--- config.mk ---
export PLATFORM = sky130hd
export DESIGN_NAME = apb_timer_mc
export DESIGN_NICKNAME = d
export VERILOG_FILES = /design/src/rtl/apb_timer_pkg.sv /design/src/rtl/apb_timer_ch.sv /design/src/rtl/apb_timer_mc.sv
export SDC_FILE = /design/constraint.sdc
export NUM_CORES = 1
export LEC_CHECK = 0
export CORE_MARGIN = 1
export CORE_UTILIZATION = 35
export CTS_CLUSTER_SIZE = 24
export DETAILED_ROUTE_END_ITERATION = 10
export HOLD_SLACK_MARGIN = 0.06
export PLACE_DENSITY_LB_ADDON = 0.15
export SLEW_MARGIN = 20
export SYNTH_ARGS = -nofsm -noshare
export SYNTH_HDL_FRONTEND = slang
export SYNTH_HIERARCHICAL = 1
export SYNTH_SLANG_ARGS = --single-unit
--- constraint.sdc ---
create_clock -name pclk -period 4.7 [get_ports pclk]
set_input_delay 0.47 -clock pclk [delete_from_list [all_inputs] [get_ports pclk]]
set_output_delay 0.47 -clock pclk [all_outputs]
set_load 0.005 [all_outputs]
--- src/rtl/apb_timer_pkg.sv ---
// Shared constants for the multi-channel APB timer: register offsets,
// TCR/TSR bit positions and prescaler divider encodings.
package apb_timer_pkg;

    localparam logic [1:0] OFS_TDR  = 2'd0;
    localparam logic [1:0] OFS_TCR  = 2'd1;
    localparam logic [1:0] OFS_TSR  = 2'd2;
    localparam logic [1:0] OFS_TCNT = 2'd3;

    // TCR storage holds bits [6:0]; LOAD (bit 7) is a strobe and never stored.
    localparam int TCR_W      = 7;
    localparam int TCR_CKS_LO = 0;
    localparam int TCR_CKS_HI = 1;
    localparam int TCR_OVF_IE = 2;
    localparam int TCR_UDF_IE = 3;
    localparam int TCR_EN     = 4;
    localparam int TCR_DN     = 5;
    localparam int TCR_ARL    = 6;
    localparam int TCR_LOAD   = 7;

    localparam int TSR_OVF = 0;
    localparam int TSR_UDF = 1;

    localparam logic [1:0] CKS_DIV2  = 2'd0;
    localparam logic [1:0] CKS_DIV4  = 2'd1;
    localparam logic [1:0] CKS_DIV8  = 2'd2;
    localparam logic [1:0] CKS_DIV16 = 2'd3;

    // Prescaler bits that must all be ones for a tick at the given divider.
    function automatic logic [3:0] cks_mask(input logic [1:0] cks);
        logic [3:0] mask;
        case (cks)
            CKS_DIV2:  mask = 4'b0001;
            CKS_DIV4:  mask = 4'b0011;
            CKS_DIV8:  mask = 4'b0111;
            CKS_DIV16: mask = 4'b1111;
            default:   mask = 4'b1111;
        endcase
        return mask;
    endfunction

endpackage

--- src/rtl/apb_timer_ch.sv ---
// One timer channel: TDR/TCR/TSR/TCNT registers, 4-bit prescaler,
// up/down counter with optional auto-reload, sticky flags and level irq.
module apb_timer_ch
    import apb_timer_pkg::*;
#(
    parameter int CNT_W = 16
) (
    input  logic             pclk,
    input  logic             preset,
    input  logic             wr_en,
    input  logic [1:0]       ofs,
    input  logic [CNT_W-1:0] wdata,
    output logic [CNT_W-1:0] rdata,
    output logic             irq
);

    logic [CNT_W-1:0] tdr_r;
    logic [CNT_W-1:0] tcnt_r;
    logic [TCR_W-1:0] tcr_r;
    logic [3:0]       presc_r;
    logic             ovf_r;
    logic             udf_r;

    logic             wr_tdr_s;
    logic             wr_tcr_s;
    logic             wr_tsr_s;
    logic             load_s;
    logic             en_s;
    logic             dn_s;
    logic             arl_s;
    logic [3:0]       mask_s;
    logic             tick_s;
    logic [CNT_W-1:0] tcnt_nxt_s;
    logic             ovf_set_s;
    logic             udf_set_s;
    logic [CNT_W-1:0] rdata_s;

    assign wr_tdr_s = wr_en & (ofs == OFS_TDR);
    assign wr_tcr_s = wr_en & (ofs == OFS_TCR);
    assign wr_tsr_s = wr_en & (ofs == OFS_TSR);
    assign load_s   = wr_tcr_s & wdata[TCR_LOAD];

    assign en_s   = tcr_r[TCR_EN];
    assign dn_s   = tcr_r[TCR_DN];
    assign arl_s  = tcr_r[TCR_ARL];
    assign mask_s = cks_mask(tcr_r[TCR_CKS_HI:TCR_CKS_LO]);
    assign tick_s = en_s & ((presc_r & mask_s) == mask_s);

    // Counter next value and flag set conditions; LOAD overrides a coincident tick.
    always_comb begin
        tcnt_nxt_s = tcnt_r;
        ovf_set_s  = 1'b0;
        udf_set_s  = 1'b0;
        if (load_s) begin
            tcnt_nxt_s = tdr_r;
        end else if (tick_s) begin
            if (dn_s) begin
                if (tcnt_r == {CNT_W{1'b0}}) begin
                    tcnt_nxt_s = arl_s ? tdr_r : {CNT_W{1'b1}};
                    udf_set_s  = 1'b1;
                end else begin
                    tcnt_nxt_s = tcnt_r - {{(CNT_W-1){1'b0}}, 1'b1};
                end
            end else begin
                if (tcnt_r == {CNT_W{1'b1}}) begin
                    tcnt_nxt_s = arl_s ? tdr_r : {CNT_W{1'b0}};
                    ovf_set_s  = 1'b1;
                end else begin
                    tcnt_nxt_s = tcnt_r + {{(CNT_W-1){1'b0}}, 1'b1};
                end
            end
        end else begin
            tcnt_nxt_s = tcnt_r;
        end
    end

    // Software-visible configuration registers.
    always_ff @(posedge pclk or posedge preset) begin
        if (preset) begin
            tdr_r <= {CNT_W{1'b0}};
            tcr_r <= {TCR_W{1'b0}};
        end else begin
            if (wr_tdr_s) begin
                tdr_r <= wdata;
            end
            if (wr_tcr_s) begin
                tcr_r <= wdata[TCR_W-1:0];
            end
        end
    end

    // Prescaler runs only while enabled so the first tick lands a full period after EN.
    always_ff @(posedge pclk or posedge preset) begin
        if (preset) begin
            presc_r <= 4'd0;
        end else if (!en_s) begin
            presc_r <= 4'd0;
        end else begin
            presc_r <= presc_r + 4'd1;
        end
    end

    // Counter register.
    always_ff @(posedge pclk or posedge preset) begin
        if (preset) begin
            tcnt_r <= {CNT_W{1'b0}};
        end else begin
            tcnt_r <= tcnt_nxt_s;
        end
    end

    // Sticky flags: a new event beats a simultaneous write-one-to-clear.
    always_ff @(posedge pclk or posedge preset) begin
        if (preset) begin
            ovf_r <= 1'b0;
            udf_r <= 1'b0;
        end else begin
            ovf_r <= ovf_set_s | (ovf_r & ~(wr_tsr_s & wdata[TSR_OVF]));
            udf_r <= udf_set_s | (udf_r & ~(wr_tsr_s & wdata[TSR_UDF]));
        end
    end

    // Read-back view of the selected register.
    always_comb begin
        rdata_s = {CNT_W{1'b0}};
        case (ofs)
            OFS_TDR:  rdata_s = tdr_r;
            OFS_TCR:  rdata_s = {{(CNT_W-TCR_W){1'b0}}, tcr_r};
            OFS_TSR:  rdata_s = {{(CNT_W-2){1'b0}}, udf_r, ovf_r};
            OFS_TCNT: rdata_s = tcnt_r;
            default:  rdata_s = {CNT_W{1'b0}};
        endcase
    end

    assign rdata = rdata_s;
    assign irq   = (ovf_r & tcr_r[TCR_OVF_IE]) | (udf_r & tcr_r[TCR_UDF_IE]);

endmodule

--- src/rtl/apb_timer_mc.sv ---
// Multi-channel APB timer top: address decode, channel select, read mux,
// error response for out-of-range channels, and N_CH channel instances.
module apb_timer_mc
    import apb_timer_pkg::*;
#(
    parameter int N_CH   = 4,
    parameter int CNT_W  = 16,
    parameter int ADDR_W = 8
) (
    input  logic              pclk,
    input  logic              preset,
    input  logic              psel,
    input  logic              penable,
    input  logic              pwrite,
    input  logic [ADDR_W-1:0] paddr,
    input  logic [CNT_W-1:0]  pwdata,
    output logic [CNT_W-1:0]  prdata,
    output logic              pready,
    output logic              pslverr,
    output logic [N_CH-1:0]   irq
);

    logic [31:0]      ch_idx_s;
    logic [1:0]       ofs_s;
    logic             ch_valid_s;
    logic             acc_s;
    logic             wr_s;
    logic             rd_s;
    logic [N_CH-1:0]  ch_wr_s;
    logic [N_CH-1:0]  ch_rd_s;
    logic [CNT_W-1:0] ch_rdata_s [N_CH];
    logic [CNT_W-1:0] prdata_s;

    // Index is widened so N_CH = 2^k still compares correctly against a k-bit field.
    assign ch_idx_s   = 32'(paddr[ADDR_W-1:2]);
    assign ofs_s      = paddr[1:0];
    assign ch_valid_s = (ch_idx_s < 32'(N_CH));
    assign acc_s      = psel & penable;
    assign wr_s       = acc_s & pwrite & ch_valid_s;
    assign rd_s       = acc_s & ~pwrite & ch_valid_s;

    for (genvar g = 0; g < N_CH; g++) begin : g_ch
        assign ch_wr_s[g] = wr_s & (ch_idx_s == 32'(g));
        assign ch_rd_s[g] = rd_s & (ch_idx_s == 32'(g));

        apb_timer_ch #(
            .CNT_W (CNT_W)
        ) u_ch (
            .pclk   (pclk),
            .preset (preset),
            .wr_en  (ch_wr_s[g]),
            .ofs    (ofs_s),
            .wdata  (pwdata),
            .rdata  (ch_rdata_s[g]),
            .irq    (irq[g])
        );
    end

    // One-hot AND-OR read mux; zero unless a valid read is in its access phase.
    always_comb begin
        prdata_s = {CNT_W{1'b0}};
        for (int i = 0; i < N_CH; i++) begin
            prdata_s = prdata_s | (ch_rdata_s[i] & {CNT_W{ch_rd_s[i]}});
        end
    end

    assign prdata  = prdata_s;
    assign pready  = 1'b1;
    assign pslverr = acc_s & ~ch_valid_s;

endmodule

==> Yosys cells after proc, flatten, opt, wreduce, memory -nomap -nowiden <==
Index checks and enable logic that the tools add are counted.
{ "totals": {"word_cells": 240, "output_inout_bits": 22, "inputBits": 29, "regBits": 180} }
{ "classes": {"n_addsub": 12, "bitwise": 91, "mux": 72, "n_lt_le_gt_ge": 1, "n_eq_ne": 26, "n_reduce_logical": 14} }
{ "op_table": {"columns": ["cell", "count"], "rows": [
  ["$mux W16", 28],
  ["$pmux W16 S4", 4],
  ["$add A16 B1 Y16 const B", 4],
  ["$and A16 B16 Y16", 4],
  ["$eq A16 B16 Y1 const B", 4],
  ["$logic_not A16 Y1", 4],
  ["$pmux W4 S4", 4],
  ["$sub A16 B1 Y16 const B", 4],
  ["$and A1 B1 Y1", 58],
  ["$or A16 B16 Y16", 3],
  ["$logic_not A32 Y1", 1],
  ["$mux W1", 32],
  ["$eq A2 B2 Y1 const B", 10],
  ["$add A4 B1 Y4 const B", 4],
  ["$and A4 B4 Y4", 4],
  ["$eq A4 B4 Y1", 4],
  ["$mux W4", 4],
  ["$eq A6 B2 Y1 const B", 2],
  ["$or A1 B1 Y1", 12],
  ["$eq A2 B1 Y1 const B", 5],
  ["$logic_not A2 Y1", 5],
  ["$not A1 Y1", 10],
  ["$reduce_bool A2 Y1", 4],
  ["$eq A6 B1 Y1 const B", 1],
  ["$lt A6 B3 Y1 const B", 1]
]} }

==> Depth between registers and ports, before layout <==
Gate-level depths: netlist of the first run.
{ "logic_depth": {"ltp_word": 9, "depth_mapped": 11, "ltp_nobuf": 9} }

==> Cells and area by module <==
The synthesis of the first run kept the hierarchy.
{ "by_module_without_submodules": {"columns": ["module", "seq_area_each_um2", "instances", "cells_per_inst", "area_per_inst_um2"], "rows": [
  ["apb_timer_ch at g_ch[1].u_ch ...", 1126.1, 2, 350, 3185.6],
  ["apb_timer_ch at g_ch[3].u_ch", 1126.1, 1, 355, 3350.7],
  ["apb_timer_ch at g_ch[0].u_ch", 1126.1, 1, 372, 3230.6],
  ["apb_timer_mc", 0.0, 1, 87, 691.9]
]} }

==> Worst setup path before layout of the first run <==
Ideal clock, no wire load.
{ "synth_timing": {"kind": "input port to flip-flop", "startpoint": "input port psel", "endpoint": "register g_ch[3].u_ch.tcnt_r[13]", "required_time_ns": 4.635, "cell_stages": 11, "slack_ns": 2.052, "n_path_buf": 2, "t_arrival_ns": 2.583, "setup_ns": 0.065, "path_cell_list": "nand2_1 and2b_1 buf_4 and4_1 and4b_1 clkbuf_1 nor4_1 nor4b_1 nand2_1 nand3_1 o221a_2"} }
{ "synth_between": {"elab_chain_len": 7, "word_cells_on_any_way": 8, "cone_classes": "1 x mux; 6 x bitwise; 1 x reduce/logical"} }
{ "synth_rtl": {"columns": ["element", "line_no", "source"], "rows": [
  ["start: declaration", "apb_timer_mc.sv:12", "input logic psel,"],
  ["$and A1 B1 Y1 *", "apb_timer_mc.sv:38", "assign acc_s = psel & penable;"],
  ["$and A1 B1 Y1 * (2 in a row)", "apb_timer_mc.sv:39", "assign wr_s = acc_s & pwrite & ch_valid_s;"],
  ["$and A1 B1 Y1 *", "apb_timer_mc.sv:43", "assign ch_wr_s[g] = wr_s & (ch_idx_s == 32'(g));"],
  ["via ch_wr_s[3]", "apb_timer_mc.sv:29", "logic [N_CH-1:0] ch_wr_s;"],
  ["$and A1 B1 Y1 *", "apb_timer_ch.sv:39", "assign wr_tcr_s = wr_en & (ofs == OFS_TCR);"],
  ["$and A1 B1 Y1 *", "apb_timer_ch.sv:41", "assign load_s = wr_tcr_s & wdata[TCR_LOAD];"],
  ["$mux W16 or $reduce_bool A2 Y1 (tied branches)", null, null],
  ["end signal: assignment", "apb_timer_ch.sv:106", "tcnt_r <= {CNT_W{1'b0}};"],
  ["end signal: assignment", "apb_timer_ch.sv:108", "tcnt_r <= tcnt_nxt_s;"],
  ["end: declaration", "apb_timer_ch.sv:18", "logic [CNT_W-1:0] tcnt_r;"]
]} }
The timed path passes the listed nets; every way through them passes the cells marked *.
A chain may end at the register's enable or synchronous reset.

==> metrics.txt, run 1 <==
Seq cells post-synth 180; net count after synthesis between 1500 and 2000; worst reg2reg startpoint g_ch[0].u_ch/tcnt_r[0]; ys async rst share 1.00; PD cells 225 nW/um^2; CP max FO 15; R2R cell count 6; Wirelength per Cell roughly 24 um; Fillers about 3900; Setup-failing EPs final 0; pre-CTS setup slack ~0.91 ns; die width ~200 um; Netlist Area Pre-Place ~14000 sq um; Avg Cell Area, Syn approximately 9 sq um; Tcrit/Tclk final 0.773; Hold Path End g_ch[0].u_ch/presc_r[0]; via count about 13000; vias per inst between 6 and 7; status finished, final reports clean; # diodes 0; Max Clock Freq 275 MHz; Design Area, Final 14800 sq um; RSZ-0062 raised after global routing no; GR Overflow Total 0; # resized after CTS 0; clock skew about 0.016 ns; area added between synthesis and finish 8.23%; final critical-path setup slack 1.07 ns; IO Count between 50 and 60; post-synth top area cell dfrtp_1; Sink Count 180; multi-input logic area roughly 8000 sq um; Yosys warning count 6; worst hold path class reg2reg; top post-synthesis cells by area dfrtp_1 33%, mux2_2 7.9%, a22o_1 4.3%; Reg clk slew, reported paths 0.07 ns; Top Usage Layer GRT met2; CTS buffer count 17; reg-to-reg slack, setup 1.37 ns; Die H about 200 um; critical path capture point type output pin; GR Layer Usage met1 0.343; final wirelength just under 50000 um; Fin. Hold Viols 0; Final Max Tran Viols 0; Final min period 3.63 ns; initial antenna violation count 3; FF-to-FF End g_ch[0].u_ch/tcnt_r[1]; synth cell count leaders 180 x dfrtp_1, 99 x nand2_1, 96 x mux2_2; Main synth FF type dfrtp_1; CTS tree built; EDFF count, synth 0; setup_tns 0 ns; final non-filler cell total 1998; Min Hold Slack between 0.4 and 0.5 ns; Critical Path AT around 3.2 ns; Syn Inst Count around 1500; Post-DP HPWL roughly 35000 um; Max Root-Sink Buffers 2; Total GRT Usage 0.249; Layout Nets about 1500; routing usage on met2 0.385; Slew HR 0.290; global-route wire length before repair around 75000 um; Die ar. roughly 40000 sq um; M3 GR Usage 0.0451; kind of critical path reg2out; post-CTS setup buffer count 0; Root Driver clkbuf_16; largest net degree at the start of global routing 46; Worst Hold Launch g_ch[0].u_ch/presc_r[0]; CTS H-tree lvls 4; vias in the first global route around 12000; top-count cell post-synth dfrtp_1; register area 4500 sq um; IO Port Bufs roughly 50; Worst setup SP type flip-flop; Leakage Power 0.00596 uW; placed cell count between 1500 and 2000; worst slew pin tran around 1.1 ns; Routability Congestion 0.928; first drt pass iteration count 5; # DRC 0; antenna-violating nets left 0; post-synth top area share 0.330; Starting DRT DRC Count 1246; register area share after synthesis 0.330; Core Box Area 38000 sq um; row cnt 71; Hold Path Cell Cnt 1; required time worst endpoint around 4.2 ns; maxcap violations 0; fraction of layout cells with a size suffix above 1 0.143; worst-skew pair later-pin latency 0.47 ns; maximum VDD drop about 0.23 mV; hold buffer count at CTS 0; initial core utilization 0.359; placed cell areas 14200 sq um; Yosys cell types 101
## cells by family (layout without fill, tap and decap cells)
family,count (synthesis),in the layout,share of synthesized area
flip-flops,180,180,0.330
AND/OR/NAND/NOR,484,484,0.200
XOR/XNOR,58,58,0.0372
adder cells (fa/ha/maj),16,16,0.0147
buffers and inverters,178,151,0.0664
AO/OA/AOI/OAI,459,459,0.233
multiplexers,138,138,0.118
other,1,1,0.000275
## worst max-delay path, cell delays in order, from the launching register on
cell and delay, ns:
dfrtp_1 0.69, clkinv_1 0.46, o21ai_0 0.36, a22o_1 0.18
mux2i_1 0.10, o22ai_1 0.17, and2_1 0.20, clkdlybuf4s50_1 0.53
## report_power, final
group / leakage (uW) / total (uW) / internal [uW] / switching [uW]
Sequential: 0.00240 / 1610 / 1570 / 40.3
Clock: 0.000277 / 1460 / 753 / 703
Combinational: 0.00329 / 265 / 94.3 / 171
## metal layers
metal  wire length, um  part of all wire
met5                 0                 0
met4              1600             0.033
met3              3310             0.068
met2             22000              0.45
met1             21600              0.45
## cell usage in the layout (no fill, tap or decap), drive strengths merged, types with 11 or more instances in the layout
master         synthesis  routed
and4                  12      12
xnor2                 39      39
dfrtp                180     180
nand3                 68      68
a31oi                 39      39
clkdlybuf4s50          0      46
or4                   11      11
a22oi                 21      21
and2                  43      43
and3                  20      20
mux2i                 34      34
nand4                 13      13
mux2                  96      96
o22ai                 44      44
buf                   61      25
clkbuf                69      19
nor4                  23      23
o21ai                 84      84
xor2                  19      19
inv                   46      48
o211ai                14      14
ha                    16      16
a21oi                 70      70
nor2                  91      91
a22o                  68      68
o21a                  13      13
o31ai                 17      17
nand2                100     100
nor3                  44      44
## through the flow
stage,power (uW),util
finish,3330,0.388
global route,3440,0.388
detailed placement,1900,0.373
global placement,1900,0.373
CTS,3360,0.388
floorplan,1790,-
## sequential cells by signal, summed over array words and instances (netlist names)
name	count
g_ch.u_ch/tcnt_r	64
g_ch.u_ch/tdr_r	64
g_ch.u_ch/tcr_r	28
g_ch.u_ch/presc_r	16
g_ch.u_ch/ovf_r	4
g_ch.u_ch/udf_r	4
## area by class of cell
class | count | share of cell area
clock buffers | 19 | 0.0300
clock inverters | 13 | 0.00813
inverters | 48 | 0.0125
multi-input cells | 1156 | 0.558
flip-flops and latches | 180 | 0.305
well taps | 511 | 0.0433
repair buffers | 71 | 0.0434
## how the worst max path moves through the flow
stage | endpoint | start | depth (start not counted)
floorplan | g_ch[3].u_ch/tcnt_r[13] | psel | 11
global placement | g_ch[3].u_ch/tcnt_r[13] | paddr[7] | 10
detailed placement | g_ch[1].u_ch/tcnt_r[1] | paddr[7] | 12
CTS | prdata[5] | g_ch[1].u_ch/tcr_r[5] | 7
global route | prdata[5] | g_ch[1].u_ch/tcr_r[5] | 7
finish | prdata[5] | g_ch[1].u_ch/tcr_r[5] | 7
Note: power is estimated with default switching activity, not from simulation.
==> inputs of run 2 (changes only) <==
==> constraint.sdc (replaced) <==
create_clock -name pclk -period 3 [get_ports pclk]
set_input_delay 0.3 -clock pclk [delete_from_list [all_inputs] [get_ports pclk]]
set_output_delay 0.3 -clock pclk [all_outputs]
set_load 0.005 [all_outputs]
==> run 2 against run 1 <==
Die area is the same. Hold slack worse by 0.0024 ns. Sequential share of layout area decreased by 2.0 points. Sequential cell count unchanged. Cell area is 7.0% higher. Clock power is 56% higher. Critical path depth fell by 1. Largest cell class unchanged. Largest power group unchanged.
==> metrics.txt, run 2 (same netlist as run 1, synthesis figures left out) <==
status finished, final reports clean (unchanged); final critical-path setup slack 0.0264 ns (was 1.07 ns); Max Clock Freq around 340 MHz; Worst setup SP type flip-flop (unchanged); RSZ-0062 raised after global routing no (unchanged); GR Overflow Total 0 (unchanged); required time worst endpoint 2.70 ns (was 4.23 ns); worst slew pin tran 0.842 ns (was 1.06 ns); Post-DP HPWL 37100 um (was 34800 um); row cnt 71 (unchanged); Die ar. 39800 sq um (unchanged); CP startpoint g_ch[1].u_ch/tcnt_r[6] (was g_ch[1].u_ch/tcr_r[5]); most common cell after layout, fill and taps aside dfrtp_1 (unchanged); # DRC 0 (unchanged); via count 12900 (was 12600); critical path capture point type output pin (unchanged); cell depth of the worst setup path 6 (was 7); Max Root-Sink Buffers 2 (unchanged); commonest cells after routing, fill and taps aside 175 x dfrtp_1, 138 x buf_4, 99 x nand2_1 (was 180 x dfrtp_1, 99 x nand2_1, 96 x mux2_2); vias in the first global route 12500 (was 12000); Final min period approximately 3.0 ns; Min Hold Slack 0.488 ns (was 0.490 ns); CTS tree built (unchanged); CP peak stage delay 0.62 ns (was 0.69 ns); Leakage Power 0.00659 uW (was 0.00596 uW); Final Max Tran Viols 0 (unchanged); fraction of layout cells with a size suffix above 1 0.214 (was 0.143); pre-CTS setup slack -0.0916 ns (was 0.908 ns); Starting DRT DRC Count 1012 (was 1246); PD cells 333 nW/um^2 (was 225 nW/um^2); buffers and inverters on the worst path 1 (was 2); Layout Nets 1642 (was 1519); kind of critical path reg2out (unchanged); maxcap violations 0 (unchanged); critical path's slowest cell dfrtp_1 (unchanged); first drt pass iteration count 8 (was 5); crit path to prdata[6] (was prdata[5]); largest net degree at the start of global routing 46 (unchanged); worst hold path class in2async (was reg2reg); CTS H-tree lvls 4 (unchanged); Total GRT Usage 0.257 (was 0.249); vias per inst 6.08 (was 6.28); IO Count 51 (unchanged); FF-to-FF End g_ch[0].u_ch/tcnt_r[12] (was g_ch[0].u_ch/tcnt_r[1]); CP cell instances mux2_2, a22o_1, mux2i_1, o22ai_1, and2_1, clkdlybuf4s50_1 (was clkinv_1, o21ai_0, a22o_1, mux2i_1, o22ai_1, and2_1, clkdlybuf4s50_1); initial antenna violation count 1 (was 3); area added between synthesis and finish 15.8% (was 8.23%); Sink Count 180 (unchanged); Setup-failing EPs final 0 (unchanged); initial core utilization 0.359 (unchanged); Largest regs g_ch.u_ch/tcnt_r: 64 flops, g_ch.u_ch/tdr_r: 64 flops, g_ch.u_ch/tcr_r: 28 flops (unchanged); die width 199 um (unchanged); Critical Path AT 2.67 ns (was 3.16 ns); Die H 199 um (unchanged); worst-skew pair later-pin latency 0.47 ns (about the same); maximum VDD drop 0.350 mV (was 0.229 mV); Reg clk slew, reported paths 0.08 ns (was 0.07 ns); Wirelength per Cell 23.6 um (was 24.3 um); reg-to-reg slack, setup 0.21 ns (was 1.37 ns); IO Port Bufs 49 (unchanged); Tcrit/Tclk final 0.991; R2R cell count 9 (was 6); Routability Congestion 0.930 (was 0.928); CTS buffer count 17 (unchanged); Slew HR 0.431 (was 0.290); final wirelength 50100 um (was 48500 um); Fin. Hold Viols 0 (unchanged); global-route wire length before repair 77000 um (was 74800 um); Root Driver clkbuf_16 (unchanged); antenna-violating nets left 0 (unchanged); Core Box Area 38000 sq um (unchanged); CP max FO 13 (was 15); crit-path leading delay family flip-flops (was buffers and inverters); clock skew 0.0167 ns (was 0.0162 ns); Fillers 3839 (was 3894); # diodes 0 (unchanged); worst reg2reg startpoint g_ch[0].u_ch/tcnt_r[1] (was g_ch[0].u_ch/tcnt_r[0])
==> run 2: timing repair <==
| action | CTS | global route |
|---|---|---|
| hold buffers | 0 | 0 |
| gates resized for setup | 2 | 8 |
| endpoints found under the setup margin | 2 | 10 |
| pin swaps | 1 | 0 |
| setup buffers | 0 | 1 |
==> run 2: power by group <==
part / switching (uW) / internal [uW]
logic: 292 / 188
registers: 50.6 / 2450
clock network: 1120 / 1170
total: 1460 / 3810
==> run 2: area by class of cell <==
type,instances,area [sq um],area share
multi-input combinational,1156,8250,0.522
sequential,180,4510,0.285
timing repair buffer,194,1650,0.105
tap,511,639,0.0404
clock buffer,17,425,0.0269
inverter,48,184,0.0116
clock inverter,15,144,0.00910
==> run 2: per-layer routing <==
layer	vias up	global-route usage	part of all wire	wire, um
li1	5887	-	-	-
met1	6403	0.347	0.45	22400
met4	0	0.0927	0.032	1580
met2	513	0.410	0.46	22800
met3	89	0.0468	0.066	3300
met5	-	0	0	0
==> run 2: worst reg2reg max path, cell delays in order (launching register included) <==
cell	delay (ns)
dfrtp_1	0.48
inv_1	0.17
ha_1	0.19
or3b_2	0.50
nor3_2	0.31
nand3_1	0.32
buf_4	0.27
a31oi_1	0.13
o2111ai_1	0.12
and3_1	0.20
==> run 2: worst min-delay path by stage <==
| stage | end | slack, ns | start | cells past startpoint |
|---|---|---|---|---|
| after floorplan | g_ch[0].u_ch/tdr_r[10] | 0.42 | pwdata[10] | 2 |
| after global placement | g_ch[0].u_ch/presc_r[0] | 0.48 | g_ch[0].u_ch/presc_r[0] | 1 |
| after detailed placement | g_ch[1].u_ch/presc_r[0] | 0.48 | g_ch[1].u_ch/presc_r[0] | 1 |
| after CTS | g_ch[1].u_ch/tcnt_r[15] | 0.46 | preset | 3 |
| after global routing | g_ch[1].u_ch/tdr_r[2] | 0.51 | preset | 3 |
| final | g_ch[0].u_ch/tdr_r[12] | 0.49 | preset | 2 |
==> run 2: per-stage QoR <==
stage	utilization	cells	TNS (ns)	instance area, sq um	power [uW]
after CTS	0.415	2120	0	15800	5320
after global routing	0.416	2121	0	15800	5460
after floorplan	-	1514	0	13600	2800
after global placement	0.400	2088	0	15200	3030
final	0.416	2121	0	15800	5270
after detailed placement	0.400	2088	-0.304	15200	3030
